### config.mk
export PLATFORM = sky130hd
export DESIGN_NAME = multicycle_sequencer
export DESIGN_NICKNAME = d
export VERILOG_FILES = /design/src/rtl/multicycle_sequencer.sv
export SDC_FILE = /design/constraint.sdc
export NUM_CORES = 1
export LEC_CHECK = 0
export ABC_AREA = 1
export CORE_ASPECT_RATIO = 0.75
export CORE_MARGIN = 8
export CORE_UTILIZATION = 50
export CTS_BUF_LIST = sky130_fd_sc_hd__clkbuf_8
export DETAILED_ROUTE_END_ITERATION = 8
export PLACE_DENSITY = 0.95
export SLEW_MARGIN = 20
export SYNTH_ARGS = -nofsm -noshare
export SYNTH_HDL_FRONTEND = slang
export SYNTH_SLANG_ARGS = --single-unit
### constraint.sdc
create_clock -name clk -period 15.1 [get_ports clk]
set_input_delay 1.51 -clock clk [delete_from_list [all_inputs] [get_ports clk]]
set_output_delay 1.51 -clock clk [all_outputs]
set_load 0.1 [all_outputs]
### src/rtl/multicycle_sequencer.sv
// Multi-cycle RV32I control sequencer: one shared handshaked memory port for
// fetch and data, holding PC, IR, ALUOut, MDR, store data and instret.
module multicycle_sequencer #(
  parameter int unsigned     XLEN     = 32,
  parameter logic [XLEN-1:0] RESET_PC = '0,
  parameter int unsigned     CNT_W    = 32
) (
  input  logic             clk,
  input  logic             reset,
  output logic             mem_req,
  output logic             mem_we,
  output logic [XLEN-1:0]  mem_addr,
  output logic [XLEN-1:0]  mem_wdata,
  input  logic [XLEN-1:0]  mem_rdata,
  input  logic             mem_ready,
  input  logic [XLEN-1:0]  rs1_data,
  input  logic [XLEN-1:0]  rs2_data,
  input  logic [XLEN-1:0]  imm,
  input  logic [XLEN-1:0]  alu_result,
  input  logic             alu_zero,
  output logic [31:0]      ir,
  output logic [XLEN-1:0]  pc,
  output logic [1:0]       alu_op,
  output logic             alu_src,
  output logic             reg_write,
  output logic [XLEN-1:0]  wb_data,
  output logic             halt,
  output logic [CNT_W-1:0] instret
);

  localparam logic [6:0] OP_R   = 7'b0110011;
  localparam logic [6:0] OP_I   = 7'b0010011;
  localparam logic [6:0] OP_LW  = 7'b0000011;
  localparam logic [6:0] OP_SW  = 7'b0100011;
  localparam logic [6:0] OP_BEQ = 7'b1100011;
  localparam logic [6:0] OP_JAL = 7'b1101111;

  typedef enum logic [2:0] {
    S_IDLE,
    S_FETCH,
    S_DECODE,
    S_EXEC,
    S_MEM,
    S_WB,
    S_TRAP
  } state_t;

  state_t           r_state;
  logic [XLEN-1:0]  r_pc;
  logic [31:0]      r_ir;
  logic [XLEN-1:0]  r_aluout;
  logic [XLEN-1:0]  r_mdr;
  logic [XLEN-1:0]  r_sdata;
  logic [CNT_W-1:0] r_instret;

  logic            w_is_r;
  logic            w_is_i;
  logic            w_is_lw;
  logic            w_is_sw;
  logic            w_is_beq;
  logic            w_is_jal;
  logic            w_legal;
  logic [XLEN-1:0] w_pc_plus4;
  logic [XLEN-1:0] w_pc_plus_imm;
  logic            w_unused;

  // Source operand A goes straight from the register file to the ALU.
  assign w_unused = ^rs1_data;

  always_comb begin
    w_is_r   = 1'b0;
    w_is_i   = 1'b0;
    w_is_lw  = 1'b0;
    w_is_sw  = 1'b0;
    w_is_beq = 1'b0;
    w_is_jal = 1'b0;
    case (r_ir[6:0])
      OP_R:    w_is_r   = 1'b1;
      OP_I:    w_is_i   = 1'b1;
      OP_LW:   w_is_lw  = 1'b1;
      OP_SW:   w_is_sw  = 1'b1;
      OP_BEQ:  w_is_beq = 1'b1;
      OP_JAL:  w_is_jal = 1'b1;
      default: ;
    endcase
  end

  assign w_legal = w_is_r | w_is_i | w_is_lw
                 | w_is_sw | w_is_beq | w_is_jal;

  assign w_pc_plus4    = r_pc + XLEN'(4);
  assign w_pc_plus_imm = r_pc + imm;

  always_comb begin
    alu_op  = 2'b00;
    alu_src = 1'b0;
    unique case (1'b1)
      w_is_r:   alu_op = 2'b10;
      w_is_i: begin
        alu_op  = 2'b10;
        alu_src = 1'b1;
      end
      w_is_lw,
      w_is_sw:  alu_src = 1'b1;
      w_is_beq: alu_op = 2'b01;
      default: ;
    endcase
  end

  always_comb begin
    unique case (1'b1)
      w_is_lw:  wb_data = r_mdr;
      w_is_jal: wb_data = w_pc_plus4;
      default:  wb_data = r_aluout;
    endcase
  end

  // Bus outputs decode from the state register so reset drops them at once.
  assign mem_req   = (r_state == S_FETCH) || (r_state == S_MEM);
  assign mem_we    = (r_state == S_MEM) && w_is_sw;
  assign mem_wdata = mem_we ? r_sdata : '0;

  always_comb begin
    mem_addr = '0;
    if (r_state == S_FETCH) mem_addr = r_pc;
    else if (r_state == S_MEM) mem_addr = r_aluout;
  end

  assign reg_write = (r_state == S_WB);
  assign halt      = (r_state == S_TRAP);
  assign ir        = r_ir;
  assign pc        = r_pc;
  assign instret   = r_instret;

  always_ff @(posedge clk or posedge reset) begin
    if (reset) begin
      r_state   <= S_IDLE;
      r_pc      <= RESET_PC;
      r_ir      <= '0;
      r_aluout  <= '0;
      r_mdr     <= '0;
      r_sdata   <= '0;
      r_instret <= '0;
    end else begin
      unique case (r_state)
        S_IDLE: r_state <= S_FETCH;
        S_FETCH: begin
          if (mem_ready) begin
            r_ir    <= mem_rdata[31:0];
            r_state <= S_DECODE;
          end
        end
        S_DECODE: r_state <= w_legal ? S_EXEC : S_TRAP;
        S_EXEC: begin
          r_aluout <= alu_result;
          r_sdata  <= rs2_data;
          unique case (1'b1)
            w_is_beq: begin
              r_pc      <= alu_zero ? w_pc_plus_imm : w_pc_plus4;
              r_instret <= r_instret + CNT_W'(1);
              r_state   <= S_FETCH;
            end
            w_is_lw,
            w_is_sw: r_state <= S_MEM;
            default: r_state <= S_WB;
          endcase
        end
        S_MEM: begin
          if (mem_ready) begin
            if (w_is_sw) begin
              r_pc      <= w_pc_plus4;
              r_instret <= r_instret + CNT_W'(1);
              r_state   <= S_FETCH;
            end else begin
              r_mdr   <= mem_rdata;
              r_state <= S_WB;
            end
          end
        end
        S_WB: begin
          r_pc      <= w_is_jal ? w_pc_plus_imm : w_pc_plus4;
          r_instret <= r_instret + CNT_W'(1);
          r_state   <= S_FETCH;
        end
        S_TRAP: r_state <= S_TRAP;
        default: r_state <= S_IDLE;
      endcase
    end
  end

endmodule

After elaboration in Yosys (flattened, before gate mapping)
Cells that the tools add are included.
W data, S select, Z words.

storage, ports and cells
  register bits after elaboration = 195
  bits in latches = 0
  bits in writable memories = 0
  ROM bits = 0
  input port bits = 164
  output and inout bits = 199
  word-level logic and storage cells = 72
  memories kept = 0

operators by class
  add/sub/neg operators = 3
  multipliers = 0
  divide/modulo/power cells = 0
  order comparisons = 0
  eq/ne operators = 16
  shift-type cells = 0
  multiplexer cells = 28
  bitwise logic cells = 6
  reductions and logical operators = 12

operator list
  kind                     count
  $mux W32                 11
  $pmux W32 S3             2
  $pmux W32 S2             1
  $add A32 B1 Y32 const B  1
  $add A32 B3 Y32 const B  1
  $add A32 B32 Y32         1
  $pmux W3 S6              1
  $eq A7 B6 Y1 const B     2
  $eq A7 B7 Y1 const B     2
  $mux W3                  4
  $eq A3 B3 Y1 const B     3
  $ne A2 B2 Y1 const B     4
  $eq A7 B2 Y1 const B     1
  $eq A7 B5 Y1 const B     1
  $mux W1                  7
  $eq A3 B2 Y1 const B     2
  $pmux W3 S2              1
  $reduce_or A2 Y1         3
  $or A1 B1 Y1             5
  $pmux W2 S2              1
  $reduce_and A2 Y1        2
  $reduce_and A4 Y1        1
  $eq A3 B1 Y1 const B     1
  $logic_not A3 Y1         1
  6 further kinds          6

Longest topological paths before layout
  depth after elaboration = 9
  mapped depth = 14
  mapped depth without buffers = 14

Worst setup path before layout
No wires, ideal clock.

  path kind = register -> output
  start point = register r_ir[1] (netlist: ir[1])
  end point = output mem_wdata[10]
  arrival time = 4661 ps
  required time = 13590 ps
  setup slack = 8929 ps
  stages on the path, launching flop included = 10
  buffers on the path = 1
  path through = dfrtp_1 > nand2_1 > nor2_1 > nand2_1 > nor2_4 > nand3_2 > nor2_1 > inv_1 > clkbuf_1 > nor2_1

between the ends
  longest elaborated chain between the ends = 4

ends and longest elaborated chain
  what                    RTL line  source
  start, declared         50        logic [31:0] r_ir;
  start signal, assigned  149       r_ir <= mem_rdata[31:0];
  $eq A7 B6 Y1            77        case (r_ir[6:0])
  $mux W1                 77
  $logic_and A1 B1 Y1     120       assign mem_we = (r_state == S_MEM) && w_is_sw;
  named net mem_we        11        output logic mem_we,
  $mux W32                121       assign mem_wdata = mem_we ? r_sdata : '0;
  end, declared           13        output logic [XLEN-1:0] mem_wdata,

The timed path passes the listed nets, and every way through them passes these cells.

Worst setup path in the final report
  start point = register r_ir[5] (netlist: ir[5])
  end point = output wb_data[27]

between the ends
  longest elaborated chain between the ends = 3
  elaborated cells on any way between the ends = 5
  classes of those cells = eq/ne: 2; mux: 3

ends and longest elaborated chain
  what                                                 RTL line  source
  $eq A7 B7 Y1 / $eq A7 B2 Y1 (equally long branches)  77
  $mux W1                                              77
  $pmux W32 S2 (*)                                     111       unique case (1'b1)
  end, declared                                        26        output logic [XLEN-1:0] wb_data,

Mark *: on every way between the ends. The rest lies on a longest branch, timed or not.

==> impl_metrics.ini <==
[floorplanning]
rows = 49
pin_count = 363
die_y_um = 151
fp.dieW_um = 195
initial_core_util_pct = 50.6
core_sq_mm = 0.0238
die-area_sq_mm = 0.0294

[cts]
cts_buffers = 17
clk_latency_ps = 500
root_buffer = clkbuf_8
clkTransAtPathRegs_ps = 110
clock_sinks = 195
h-tree-depth = 4
hold_buffers = 0
cts_setup_buffers = 0
tritoncts = yes
cts_max_path_buffers = 2
ctsResizeCount = 0

[route]
drtIter0Drc = 1581
first_pass_iters = 6
antenna_left = 0
route.detailed.drc = 0
avgViaCountPerCell = 5.80
wl_um = 49700
wl_per_cell_um = 22.1
vias = 13000

[final_layout]
final_common_cell = nand2_1
fin_area_sq_mm = 0.0160
drive_gt1_share_pct = 5.73
area_growth_syn_to_layout_pct = 32.8
instances_no_fill = 2244
layout_common_cells = 479 x nand2_1, 330 x clkdlybuf4s50_1, 195 x dfrtp_1, 188 x inv_1, 169 x nor2_1
final_nets = 2122
fillers = 1971

[logic_synthesis]
synth_top_area_share_pct = 40.4
synthFlopType = dfrtp_1
synth_area_leader_cell = dfrtp_1
ys_ff_latch = 195
avgSynthCellArea_sq_um = 7.44
synthesis.area_sq_mm = 0.0121
synth_cells = 1622
synth.area.top_cells = dfrtp_1 40%, nand2_1 15%, inv_1 5.8%, nor2_1 5.3%, o21ai_0 4.5%
synth_edf_count = 0
ys_warn_count = 0
async_reset_ff_share_pct = 100
yosysSeqAreaShare_pct = 40.4
syn_nets = 1820
synth.distinct_cells = 56

[worst_setup_path]
crit_type = reg2out
timing.reg2reg.setup_slack_ps = 11110
reg2regPathDepth = 9
cp.required_ps = 13590
r2r-start = r_state[1]$_DFFE_PP0P_
cp.arrival_ps = 4590
cp-startpoint = ir[5]$_DFFE_PP0P_
r2r-end = pc[15]$_DFFE_PP0P_
cp-end-kind = primary output
path_cells = inv_2 -> nor3_4 -> nand2_2 -> inv_1 -> nor2_1 -> buf_4 -> inv_1 -> o221ai_1 -> clkdlybuf4s50_1
worst_setup_path_start_kind = flop
cpMaxStageDelayCell = clkdlybuf4s50_1
cp_max_fo = 23
critPathMaxStageDelay_ps = 1230
crit_path_frequent_cell = inv_1
endpoint = wb_data[27]

[sta]
skew_ps = 14.4
finalSetupViolCount = 0
tns_ps = 0
period_share_pct = 40.4
hold_viol = 0
rsz0062_at_grt = false
slew_viol_final = 0
post-route-min-period_ps = 6100
max_freq_ghz = 0.164
worst_pin_slew_ps = 1070
max_slew_margin_pct = 28.3

[global_routing]
antenna_found_initial = 0
grt_util_met1_pct = 44.0
grt.busiest_layer = met2
grt_pass1_vias = 12500
grt-ovfl-total = 0
grt_util_met3_pct = 11.7
grt_max_degree = 123
use_met2_pct = 49.4
grt_pass1_wl_um = 74300
gr-usage-all-layers_pct = 33.0

[place]
gp_congestion = 0.993
placed_area_sq_mm = 0.0156
post-place-cells = 2211
numPortBuffers = 330
dp_hpwl_um = 39000

[run]
cap_violations = 0

[outcome]
outcome = completed

[min_path]
hold_class = reg2reg
[synthesized netlist by cell type (7+ instances only)]
cell and instances:
nor2_1 169, xor2_1 39, o221ai_1 29, o21ai_0 108, or2_2 7, clkbuf_1 30, mux2_2 28, buf_2 8
inv_1 188, xnor2_1 20, nor3_1 28, o211ai_1 7, nand3_1 72, a21oi_1 50, nand2_1 479, o22ai_1 9
ha_1 33, nand4_1 24, dfrtp_1 195
[through the flow]
| step | hold WS, ps | worst slack (ps) | util, % |
|---|---|---|---|
| after detailed placement | 481 | 9600 | 65.3 |
| after global placement | 470 | 9670 | 65.3 |
| final | 501 | 9000 | 67.3 |
| after floorplan | 464 | 8280 | - |
| after global routing | 523 | 8920 | 67.2 |
| after CTS | 506 | 9030 | 67.2 |
[how the worst min path moves through the flow]
stage / depth (start not counted) / endpoint / slack (ps) / start
after global placement: 2 / ir[9]$_DFFE_PP0P_ / 470 / ir[9]$_DFFE_PP0P_
after detailed placement: 2 / ir[9]$_DFFE_PP0P_ / 480 / ir[9]$_DFFE_PP0P_
after floorplan: 2 / r_aluout[0]$_DFFE_PP0P_ / 460 / r_aluout[0]$_DFFE_PP0P_
final: 2 / ir[9]$_DFFE_PP0P_ / 500 / ir[9]$_DFFE_PP0P_
after global routing: 1 / ir[19]$_DFFE_PP0P_ / 520 / ir[19]$_DFFE_PP0P_
after CTS: 2 / r_aluout[0]$_DFFE_PP0P_ / 510 / r_aluout[0]$_DFFE_PP0P_
[sequential cells by signal, indices dropped and copies added, names as in the netlist]
name / count
instret: 32
r_state: 3
ir: 32
pc: 32
r_mdr: 32
r_sdata: 32
r_aluout: 32
[critical path: cells and delay by family, from the launching register on]
family | cells | cell delay (ps)
DFF | 1 | 460
AOI/OAI and AO/OA | 1 | 450
buffers and inverters | 5 | 2430
and+or+nand+nor | 3 | 720
[routing by layer]
metal,vias to the layer above,share of wire [%]
li1,5868,-
met1,6170,41
met2,862,42
met3,117,14
met4,0,3.5
met5,-,0
[kinds of logic (layout without fill, tap and decap cells)]
| group | Yosys count | after routing | synth area share [%] |
|---|---|---|---|
| AND/OR/NAND/NOR | 810 | 810 | 28.2 |
| buffers and inverters | 249 | 564 | 8.21 |
| AO/OA/AOI/OAI | 247 | 247 | 12.7 |
| flip-flops | 195 | 195 | 40.4 |
| XOR/XNOR | 59 | 59 | 4.28 |
| adder cells (fa/ha/maj) | 34 | 34 | 3.59 |
| multiplexers | 28 | 28 | 2.61 |
| other | 0 | 1 | 0 |
[area by class of cell]
type	instances	area (sq um)	share of cell area, %
Antenna cell	1	2.50	0.0156
Tap cell	306	383	2.39
Clock inverter	14	220	1.37
Sequential cell	195	4880	30.4
Timing Repair Buffer	335	3340	20.8
Clock buffer	18	248	1.54
Inverter	197	752	4.69
Multi-Input combinational cell	1178	6210	38.7
Power is not shown: default switching activity piles up to over one toggle a cycle in this logic, so the estimate is an artifact.
